--- config.mk ---
export PLATFORM = sky130hd
export DESIGN_NAME = upsample_read_controller_flat
export DESIGN_NICKNAME = d
export VERILOG_FILES = /design/src/rtl/upsample_read_controller_pkg.sv /design/src/rtl/upsample_read_controller_if.sv /design/src/rtl/upsample_read_controller_pixel_dup.sv /design/src/rtl/upsample_read_controller.sv /design/src/flat_wrapper.sv
export SDC_FILE = /design/constraint.sdc
export NUM_CORES = 1
export LEC_CHECK = 0
export CELL_PAD_IN_SITES_DETAIL_PLACEMENT = 1
export CELL_PAD_IN_SITES_GLOBAL_PLACEMENT = 2
export CORE_MARGIN = 5
export CORE_UTILIZATION = 33
export CTS_CLUSTER_SIZE = 24
export DETAILED_ROUTE_END_ITERATION = 10
export PLACE_DENSITY = 0.89
export SYNTH_ARGS = -nofsm -noshare
export SYNTH_HDL_FRONTEND = slang
export SYNTH_SLANG_ARGS = --single-unit
--- constraint.sdc ---
create_clock -name system_clk -period 4 [get_ports system_clk]
set_clock_uncertainty 0.15 [all_clocks]
set_input_delay 1.2 -clock system_clk [delete_from_list [all_inputs] [get_ports system_clk]]
set_output_delay 1.2 -clock system_clk [all_outputs]
set_load 0.005 [all_outputs]
--- src/rtl/upsample_read_controller_pkg.sv ---
// Shared constants and encodings for the 2x upsample read controller.
// Pixel and address widths match the upsample buffer FIFO read side.
package upsample_read_controller_pkg;

  localparam int unsigned DATA_R     = 8;
  localparam int unsigned DEPTH_R    = 11;
  localparam int unsigned ROWS_W     = 10;
  localparam int unsigned UPS_COPIES = 2;

  typedef enum logic [2:0] {
    UPS_IDLE     = 3'd0,
    UPS_WAIT_ROW = 3'd1,
    UPS_PASS0    = 3'd2,
    UPS_SWITCH0  = 3'd3,
    UPS_PASS1    = 3'd4,
    UPS_SWITCH1  = 3'd5,
    UPS_DONE     = 3'd6
  } ups_state_e;

  // FIFO pointer select; the FIFO resets into virtual mode
  typedef enum logic {
    PTR_VIRTUAL = 1'b0,
    PTR_REAL    = 1'b1
  } ptr_mode_e;

endpackage

--- src/rtl/upsample_read_controller_if.sv ---
// Valid/ready pixel stream from the upsample controller to the next layer.
interface upsample_read_controller_if #(
  parameter int unsigned DATA_R = upsample_read_controller_pkg::DATA_R
);
  logic [DATA_R-1:0] out_data;
  logic              out_valid;
  logic              out_ready;

  modport master (output out_data, output out_valid, input out_ready);
  modport slave  (input out_data, input out_valid, output out_ready);
endinterface

--- src/rtl/upsample_read_controller_pixel_dup.sv ---
// Holding register that presents each fetched pixel UPS_COPIES times on the stream.
// The word is shown straight from the FIFO in its return cycle so reads run bubble-free.
module upsample_pixel_dup #(
  parameter int unsigned DATA_R = upsample_read_controller_pkg::DATA_R
) (
  input  logic              system_clk,
  input  logic              rst,
  input  logic              load,
  input  logic [DATA_R-1:0] fifo_rddata,
  output logic              free_c,
  output logic              pair_done_c,
  upsample_read_controller_if.master px
);
  import upsample_read_controller_pkg::*;

  localparam logic LAST_COPY = 1'(UPS_COPIES - 1);

  logic              inflight_q;
  logic              full_q;
  logic              copy_q;
  logic [DATA_R-1:0] hold_q;
  logic              accept_c;

  assign px.out_valid = inflight_q | full_q;
  assign px.out_data  = inflight_q ? fifo_rddata : hold_q;
  assign accept_c     = px.out_valid & px.out_ready;
  assign pair_done_c  = accept_c & (copy_q == LAST_COPY);
  // A new read may issue when the register will be empty next cycle
  assign free_c       = (!inflight_q && !full_q) || pair_done_c;

  always_ff @(posedge system_clk or posedge rst) begin
    if (rst) begin
      inflight_q <= 1'b0;
      full_q     <= 1'b0;
      copy_q     <= 1'b0;
      hold_q     <= '0;
    end else begin
      inflight_q <= load;
      if (inflight_q) begin
        hold_q <= fifo_rddata;
        full_q <= 1'b1;
      end else if (pair_done_c) begin
        full_q <= 1'b0;
      end
      if (pair_done_c) begin
        copy_q <= 1'b0;
      end else if (accept_c) begin
        copy_q <= copy_q + 1'b1;
      end
    end
  end

endmodule

--- src/rtl/upsample_read_controller.sv ---
// Drains the 2x upsample FIFO: each row is replayed on the virtual then the real
// pointer, and each pixel is emitted twice, giving 2x vertical and horizontal upsampling.
module upsample_read_controller #(
  parameter int unsigned DATA_R  = upsample_read_controller_pkg::DATA_R,
  parameter int unsigned DEPTH_R = upsample_read_controller_pkg::DEPTH_R,
  parameter int unsigned ROWS_W  = upsample_read_controller_pkg::ROWS_W
) (
  input  logic               system_clk,
  input  logic               rst,
  input  logic               start,
  input  logic [DEPTH_R-1:0] row_length,
  input  logic [ROWS_W-1:0]  frame_rows,
  output logic               busy,
  output logic               done,
  output logic               fifo_rden,
  input  logic [DATA_R-1:0]  fifo_rddata,
  input  logic               fifo_empty,
  input  logic               fifo_hold,
  output logic               fifo_change_point,
  output logic [DEPTH_R-1:0] fifo_ae_threshold,
  upsample_read_controller_if.master px
);
  import upsample_read_controller_pkg::*;

  ups_state_e         state_q, state_d;
  ptr_mode_e          ptr_mode_q;
  logic [DEPTH_R-1:0] row_len_q;
  logic [DEPTH_R-1:0] pix_cnt_q;
  logic [ROWS_W-1:0]  frame_rows_q;
  logic [ROWS_W-1:0]  row_cnt_q;
  logic [ROWS_W-1:0]  row_cnt_inc_c;
  logic               in_pass_c;
  logic               last_pix_c;
  logic               pass_end_c;
  logic               free_c;
  logic               pair_done_c;
  logic               busy_d;
  logic               done_d;
  logic               change_d;

  // A pass only reads while the FIFO pointer select matches the pass
  assign in_pass_c     = ((state_q == UPS_PASS0) && (ptr_mode_q == PTR_VIRTUAL)) ||
                         ((state_q == UPS_PASS1) && (ptr_mode_q == PTR_REAL));
  assign last_pix_c    = (pix_cnt_q == row_len_q - DEPTH_R'(1));
  assign pass_end_c    = in_pass_c && pair_done_c && last_pix_c;
  assign row_cnt_inc_c = row_cnt_q + ROWS_W'(1);
  assign fifo_ae_threshold = row_len_q;

  upsample_pixel_dup #(.DATA_R(DATA_R)) u_dup (
    .system_clk  (system_clk),
    .rst         (rst),
    .load        (fifo_rden),
    .fifo_rddata (fifo_rddata),
    .free_c      (free_c),
    .pair_done_c (pair_done_c),
    .px          (px)
  );

  // State register; status outputs are registered from the next state
  always_ff @(posedge system_clk or posedge rst) begin
    if (rst) begin
      state_q           <= UPS_IDLE;
      busy              <= 1'b0;
      done              <= 1'b0;
      fifo_change_point <= 1'b0;
    end else begin
      state_q           <= state_d;
      busy              <= busy_d;
      done              <= done_d;
      fifo_change_point <= change_d;
    end
  end

  always_comb begin
    state_d = state_q;
    case (state_q)
      UPS_IDLE:     if (start) state_d = UPS_WAIT_ROW;
      UPS_WAIT_ROW: if (!fifo_hold) state_d = UPS_PASS0;
      UPS_PASS0:    if (pass_end_c) state_d = UPS_SWITCH0;
      UPS_SWITCH0:  state_d = UPS_PASS1;
      UPS_PASS1:    if (pass_end_c) state_d = UPS_SWITCH1;
      UPS_SWITCH1:  state_d = (row_cnt_inc_c == frame_rows_q) ? UPS_DONE : UPS_WAIT_ROW;
      UPS_DONE:     state_d = UPS_IDLE;
      default:      state_d = UPS_IDLE;
    endcase
  end

  always_comb begin
    fifo_rden = 1'b0;
    busy_d    = 1'b1;
    done_d    = 1'b0;
    change_d  = 1'b0;
    if (in_pass_c && free_c && !fifo_empty && !pass_end_c) begin
      fifo_rden = 1'b1;
    end
    case (state_d)
      UPS_IDLE: busy_d = 1'b0;
      UPS_DONE: begin
        busy_d = 1'b0;
        done_d = 1'b1;
      end
      UPS_SWITCH0, UPS_SWITCH1: change_d = 1'b1;
      default: ;
    endcase
  end

  // Frame parameters, pixel/row counters and the FIFO pointer-mode tracker
  always_ff @(posedge system_clk or posedge rst) begin
    if (rst) begin
      row_len_q    <= '0;
      frame_rows_q <= '0;
      pix_cnt_q    <= '0;
      row_cnt_q    <= '0;
      ptr_mode_q   <= PTR_VIRTUAL;
    end else begin
      if ((state_q == UPS_IDLE) && start) begin
        row_len_q    <= row_length;
        frame_rows_q <= frame_rows;
        row_cnt_q    <= '0;
      end
      if (pass_end_c) begin
        pix_cnt_q <= '0;
      end else if (in_pass_c && pair_done_c) begin
        pix_cnt_q <= pix_cnt_q + DEPTH_R'(1);
      end
      if ((state_q == UPS_SWITCH0) || (state_q == UPS_SWITCH1)) begin
        ptr_mode_q <= (ptr_mode_q == PTR_VIRTUAL) ? PTR_REAL : PTR_VIRTUAL;
      end
      if (state_q == UPS_SWITCH1) begin
        row_cnt_q <= row_cnt_inc_c;
      end
    end
  end

endmodule

--- src/flat_wrapper.sv ---
// flat-port wrapper written by rule: the top's interface ports become plain ports
module upsample_read_controller_flat import upsample_read_controller_pkg::*;
#(
  parameter int unsigned DATA_R  = upsample_read_controller_pkg::DATA_R,
  parameter int unsigned DEPTH_R = upsample_read_controller_pkg::DEPTH_R,
  parameter int unsigned ROWS_W  = upsample_read_controller_pkg::ROWS_W
)
  (system_clk, rst, start, row_length, frame_rows, busy, done, fifo_rden, fifo_rddata, fifo_empty, fifo_hold, fifo_change_point, fifo_ae_threshold, px_out_data, px_out_valid, px_out_ready);
  upsample_read_controller_if #(.DATA_R(DATA_R)) px_i ();
  input  logic system_clk;
  input  logic rst;
  input  logic start;
  input  logic [DEPTH_R-1:0] row_length;
  input  logic [ROWS_W-1:0] frame_rows;
  output logic busy;
  output logic done;
  output logic fifo_rden;
  input  logic [DATA_R-1:0] fifo_rddata;
  input  logic fifo_empty;
  input  logic fifo_hold;
  output logic fifo_change_point;
  output logic [DEPTH_R-1:0] fifo_ae_threshold;
  output wire logic [$bits(px_i.out_data)-1:0] px_out_data;
  output wire logic [$bits(px_i.out_valid)-1:0] px_out_valid;
  input wire logic [$bits(px_i.out_ready)-1:0] px_out_ready;
  assign px_out_data = px_i.out_data;
  assign px_out_valid = px_i.out_valid;
  assign px_i.out_ready = px_out_ready;
  upsample_read_controller #(.DATA_R(DATA_R), .DEPTH_R(DEPTH_R), .ROWS_W(ROWS_W)) u_core (.system_clk(system_clk), .rst(rst), .start(start), .row_length(row_length), .frame_rows(frame_rows), .busy(busy), .done(done), .fifo_rden(fifo_rden), .fifo_rddata(fifo_rddata), .fifo_empty(fifo_empty), .fifo_hold(fifo_hold), .fifo_change_point(fifo_change_point), .fifo_ae_threshold(fifo_ae_threshold), .px(px_i));
endmodule
==> results.tsv, run 1 <==
metric	value	unit
status	complete, no violations	
Post-DRT Antenna Nets	0	
final worst hold slack	345.1	ps
sequential cell area fraction in the yosys report	0.4619	
starting utilization of the core area	0.3357	
CP Launch Type	input port	
number of remaining DRC errors	0	
worst setup path class	input port to primary output	
HP Class	flip-flop to flip-flop	
power after layout	2.921	mW
cell row count	36	
yosys warns	0	
number of antenna violations at the first check in global routing	0	
share of async-settable or async-resettable flops after synthesis	1.000	
Mapped Nets	364	
endpoints failing hold	0	
top-level I/O count	59	
summed instance area of the synthesized netlist	3251	µm²
number of enable flip-flop cells after synthesis	0	
vias per cell	5.101	
width of the chip	109.3	µm
f_max	259.8	MHz
share of layout cells above drive strength 1	0.1902	
final critical-path required period	3850	ps
DP Area	4114	µm²
detailed placer's ending HPWL	6.524	mm
growth of design area from synthesis to finish	34.80	%
clock buffer count from CTS	9	
area enclosed by the die boundary	11940	µm²
Synth Instances	326	
Die Ht	109.3	µm
worst rel slew slack	0.5781	
grt peak-use layer	met2	
Worst Tran Pin Value	630.5	ps
pin count of the biggest net entering global routing	36	
Util after Layout	0.4525	
unrepaired setup endpoints after global routing	no	
Post-Synthesis Mean Instance Area	9.971	µm²
iteration-0 DRC count of the detailed router	68	
max-slew violations	0	
hold buffer count at cts	0	
net count reported at finish	443	
core outline area	9684	µm²
critical path required time	2650	ps
worst-path fanout max	2	
met1 global-route usage	0.1700	
leakage component of the power	1.836	nW
power per standard cell area	666.6	nW/µm²
remaining global-route overflow	0	
Final GP Congestion	0.7898	
All-Layer GR Usage	0.1577	
count of different cell masters after synthesis	53	
clock buffer depth	2	
number of global-route vias before repair	3074	
total wire length after detailed routing	8.744	mm
portion of the clock cycle consumed by the worst path in the final layout	0.9624	
number of clock sinks	60	
I/O Buffers	58	
wire length per cell	16.10	µm
Root Buffer	clkbuf_8	
CTS HTree Levels	3	
top flip-flop cell by instance count after synthesis	dfrtp_1	
clock latency on the worst-skew pair	340	ps
number of flip-flops and latches in the synthesized netlist	60	
clock slew seen by the registers of the worst setup and hold paths	70	ps
met3 track utilization from global routing	0.03552	
maximum ir drop on the vdd rail	0.3123	mV
kind of end point of the critical path	primary output	
CTS tree	built	
total iterations of the first detailed-routing run	4	
Max Cap Violations	0	
endpoint arrival time on the critical path	2500	ps
final-report setup violation count	0	
vias after detailed routing	2770	
ANT cells	0	
first-pass GRT wire length	14.77	mm
area of all placed cells without fillers	4382	µm²
met2 demand-to-capacity share in global routing	0.3018	
## layout by cell type (no fill, tap or decap), types with 2 or more instances in the layout
cell             synthesis  final
a211o_1                  2      2
a211oi_1                 3      3
a21o_1                   2      2
a21oi_1                  7      7
a31oi_1                  3      3
and2_1                   3      3
and3_1                   6      6
and4_1                   2      2
buf_4                    0     25
bufinv_16                0      3
clkbuf_1                13      2
clkbuf_8                 0      9
clkdlybuf4s50_1          0     56
clkinv_2                 0      2
dfrtp_1                 60     60
ha_1                     3      2
inv_1                    9      8
mux2_2                  25     25
mux2i_1                  2      2
nand2_1                 28     27
nand2b_1                 5      5
nand3_1                  7      7
nand3b_1                 3      3
nand4_1                  5      5
nor2_1                  35     35
nor2b_1                  3      3
nor3_1                   8      8
nor4_1                   2      2
o21a_1                   2      2
o21ai_0                 22     22
o31a_1                   2      2
o31ai_1                  4      4
o41ai_1                  2      2
xnor2_1                 21     21
xor2_1                  13     13
## report_power, final
group          total (mW)  internal (mW)  leakage [nW]  switching (mW)
Combinational        1.28          0.723         0.958           0.555
Sequential          0.984          0.806         0.761           0.177
Clock               0.659          0.412         0.117           0.247
## routing by layer
layer	vias up	share of wire
met5	-	0
met1	1397	0.39
met4	0	0.017
met3	16	0.035
li1	1306	-
met2	51	0.55
## sequential cells by signal, indices dropped and copies added (netlist names)
register	flops
u_core.fifo_ae_threshold	11
u_core.pix_cnt_q	11
u_core.frame_rows_q	10
u_core.row_cnt_q	10
u_core.u_dup.hold_q	8
u_core.state_q	3
u_core.busy	1
u_core.done	1
u_core.fifo_change_point	1
u_core.ptr_mode_q	1
u_core.u_dup.copy_q	1
u_core.u_dup.full_q	1
u_core.u_dup.inflight_q	1
## critical path, stage by stage
cell	delay [ps]
clkbuf_2	100
nand2_2	80
a2111oi_4	300
o21ai_1	110
nand4bb_1	220
nor3_2	270
a2111oi_2	70
buf_2	140
## path summary, 6_finish.rpt
kind,slack [ps],cells after the start,from,end
hold reg to reg,350,1,u_core.u_dup.full_q,u_core.u_dup.full_q
setup reg to reg,1410,11,u_core.fifo_ae_threshold[1],u_core.pix_cnt_q[0]
max in group asynchronous,1990,3,rst,u_core.state_q[0]
setup / recovery,150,8,px_out_ready,fifo_rden
min in group asynchronous,1110,2,rst,u_core.pix_cnt_q[3]
hold / removal,350,1,u_core.u_dup.full_q,u_core.u_dup.full_q
## cell type report
| cell class | count | area [µm²] |
|---|---|---|
| clock buffers | 11 | 131.4 |
| clock inverters | 5 | 100.1 |
| fillers | 1091 | 5303 |
| inverters | 9 | 33.78 |
| multi-input cells | 241 | 1670 |
| flip-flops and latches | 60 | 1501 |
| well taps | 133 | 166.4 |
| repair buffers | 84 | 778.2 |
## through the flow
stage / std cells / setup WS [ps] / TNS (ps)
2_1_floorplan: 326 / 227.6 / 0
4_1_cts: 542 / 45.46 / 0
3_5_place_dp: 523 / -701.7 / -701.7
6_report: 543 / 150.4 / 0
5_1_grt: 543 / 23.06 / 0
3_3_place_gp: 523 / -607.0 / -607.0
## cell families after synthesis
| family | share of synthesized area |
|---|---|
| buf+inv | 0.03195 |
| flops | 0.4619 |
| simple gates | 0.1848 |
| compound gates | 0.1255 |
| fa+ha+maj | 0.01155 |
| mux | 0.09276 |
| xor+xnor | 0.09161 |
## synth_stat cells, drive strengths merged (2+ instances only)
master / instances / area share
a2111oi: 2 / 0.011
a211o: 2 / 0.0054
a211oi: 3 / 0.0069
a21o: 2 / 0.0046
a21oi: 7 / 0.011
a31oi: 3 / 0.0058
and2: 3 / 0.0058
and3: 6 / 0.012
and4: 2 / 0.0054
buf: 3 / 0.0065
clkbuf: 13 / 0.015
dfrtp: 60 / 0.46
ha: 3 / 0.012
inv: 9 / 0.010
mux2: 25 / 0.087
mux2i: 2 / 0.0062
nand2: 28 / 0.032
nand2b: 5 / 0.0096
nand3: 7 / 0.011
nand3b: 3 / 0.0069
nand4: 5 / 0.0096
nor2: 35 / 0.040
nor2b: 3 / 0.0058
nor3: 9 / 0.015
nor4: 3 / 0.0077
nor4b: 2 / 0.0073
o21a: 2 / 0.0046
o21ai: 23 / 0.035
o31a: 2 / 0.0054
o31ai: 4 / 0.0092
o41ai: 2 / 0.0054
xnor2: 21 / 0.057
xor2: 13 / 0.035
## timing repair
| action | CTS | global route |
|---|---|---|
| setup buffers | 3 | 1 |
| pin swaps | 5 | 4 |
| cloned | 0 | 0 |
| endpoints found under the setup margin | 1 | 1 |
| gates resized for setup | 9 | 4 |
No activity file was read; power rests on OpenSTA's default activity.
==> run 2: changes to the inputs <==
==> constraint.sdc (replaced) <==
create_clock -name system_clk -period 4 [get_ports system_clk]
set_clock_uncertainty 0.15 [all_clocks]
set_input_delay 0.8 -clock system_clk [delete_from_list [all_inputs] [get_ports system_clk]]
set_output_delay 0.8 -clock system_clk [all_outputs]
set_load 0.005 [all_outputs]
==> run 2 against run 1 <==
Register-to-register slack gained 150 ps. First-iteration DRC count grew 51%. Setup slack gained 340 ps. Sequential share of layout area grew 0.63 points. Combinational power shrank 10%. Largest power group unchanged.
==> results.tsv, run 2 (synthesis results as in run 1) <==
metric	value	unit
clock latency on the worst-skew pair	340	ps
critical path required time	3050	ps
endpoints failing hold	0	
power per standard cell area	664.3	nW/µm²
worst-path fanout max	3	
clock slew seen by the registers of the worst setup and hold paths	70	ps
clock buffer depth	2	
timing endpoint of the critical path	fifo_rden	
vias after detailed routing	2642	
Root Buffer	clkbuf_8	
f_max	285.2	MHz
worst setup path class	input port to primary output	
Crit. Startpoint	px_out_ready	
unrepaired setup endpoints after global routing	no	
Final GP Congestion	0.8039	
width of the chip	109.3	µm
net count reported at finish	429	
max-slew violations	0	
Max Cap Violations	0	
top-level I/O count	59	
growth of design area from synthesis to finish	32.37	%
core outline area	9684	µm²
worst reg2reg path startpoint	u_core.fifo_ae_threshold[1]	
leading cell type in the layout, fill and taps excluded	dfrtp_1	
worst rel slew slack	0.5936	
total iterations of the first detailed-routing run	4	
remaining global-route overflow	0	
first-pass GRT wire length	14.26	mm
I/O Buffers	58	
commonest cells after routing, fill and taps aside	dfrtp_1 (60), clkdlybuf4s50_1 (57), nor2_1 (35), nand2_1 (28), mux2_2 (25)	
leakage component of the power	1.793	nW
final-layout setup total negative slack	0	ps
endpoint arrival time on the critical path	2560	ps
ANT cells	0	
final worst hold slack	341.8	ps
CP Launch Type	input port	
portion of the clock cycle consumed by the worst path in the final layout	0.8767	
Post-DRT Antenna Nets	0	
reg2reg setup slack	1560	ps
HP Class	flip-flop to flip-flop	
total wire length after detailed routing	8.365	mm
combined buffer and inverter count along the critical path	2	
share of layout cells above drive strength 1	0.1540	
number of remaining DRC errors	0	
largest incremental delay on the critical path	490	ps
wire length per cell	15.81	µm
hold buffer count at cts	0	
status	complete, no violations	
Die Ht	109.3	µm
detailed placer's ending HPWL	6.336	mm
Worst Tran Pin Value	607.4	ps
starting utilization of the core area	0.3357	
number of clock sinks	60	
number of antenna violations at the first check in global routing	0	
vias per cell	4.994	
clock buffer count from CTS	9	
power after layout	2.859	mW
Critical Path Slowest Stage Cell	clkdlybuf4s50_1	
kind of end point of the critical path	primary output	
final-report setup violation count	0	
cell count along the critical path	8	
final critical-path required period	3507	ps
crit-path leading delay family	buffers and inverters	
iteration-0 DRC count of the detailed router	103	
area enclosed by the die boundary	11940	µm²
number of global-route vias before repair	2898	
crit-path cells	clkdlybuf4s50_1 > nand2_1 > a2111oi_4 > o21ai_1 > nand4bb_1 > nor3_2 > a2111oi_2 > dlymetal6s2s_1	
cell row count	36	
All-Layer GR Usage	0.1535	
CTS tree	built	
Critical R2R Capture	u_core.pix_cnt_q[0]	
CTS HTree Levels	3	
number of cells on the worst reg-to-reg path	9	
pin count of the biggest net entering global routing	61	
maximum ir drop on the vdd rail	0.2341	mV
## run 2: worst min path at each step
stage | endpoint | from | slack [ps] | cells after the start
finish | u_core.u_dup.full_q | u_core.u_dup.full_q | 340 | 1
global route | u_core.u_dup.hold_q[5] | u_core.u_dup.hold_q[5] | 360 | 1
CTS | u_core.u_dup.full_q | u_core.u_dup.full_q | 340 | 1
detailed placement | u_core.u_dup.full_q | u_core.u_dup.full_q | 320 | 1
global placement | u_core.u_dup.full_q | u_core.u_dup.full_q | 310 | 1
floorplan | u_core.u_dup.copy_q | u_core.u_dup.copy_q | 290 | 1
## run 2: repair_timing
| action | 4_1_cts | 5_1_grt |
|---|---|---|
| gates resized for setup | 2 | 2 |
| buffers inserted | 0 | 1 |
| pin swaps | 0 | 1 |
| endpoints found under the setup margin | 1 | 1 |
## run 2: cell type report
class                      instances  area (µm²)
clock inverter                     4       95.09
tap                              133       166.4
multi-input combinational        241        1665
fill                            1117        5381
timing repair buffer              70       685.7
sequential                        60        1501
clock buffer                      12       155.1
inverter                           9       33.78
## run 2: report_power, final
group / total [mW] / internal, mW / switching, mW
clock: 0.688 / 0.447 / 0.241
combinational: 1.15 / 0.662 / 0.491
sequential: 1.02 / 0.806 / 0.213
total: 2.86 / 1.91 / 0.944
## run 2: worst reg2reg max path: stages (launching register included)
cell and delay (ps):
dfrtp_1 410, inv_1 80, ha_1 210, nor3b_2 220
and3_1 220, nor4b_1 280, a31oi_1 110, nor3_2 280
buf_4 250, o21ai_0 110
## run 2: through the flow
step / util / area [µm²] / setup WS [ps] / cells
after floorplan: - / 3251 / 918.7 / 326
after global placement: 0.4163 / 4031 / 207.7 / 512
after detailed placement: 0.4163 / 4031 / 160.7 / 512
after CTS: 0.4428 / 4288 / 7.265 / 528
after global routing: 0.4443 / 4303 / 340.8 / 529
final: 0.4443 / 4303 / 493.3 / 529
## run 2: per-layer routing
layer  wire length (µm)  part of all wire  GRT usage
met5                  0                 0          0
met4                139             0.017    0.05343
met3                273             0.033    0.03493
met2               4522              0.54     0.2829
met1               3428              0.41     0.1728
==> run 3: changes to the inputs <==
- GPL_ROUTABILITY_DRIVEN: unset -> 0
==> results of run 3 <==
Same layout as run 2: the final DEF is identical, and so are final timing and power.
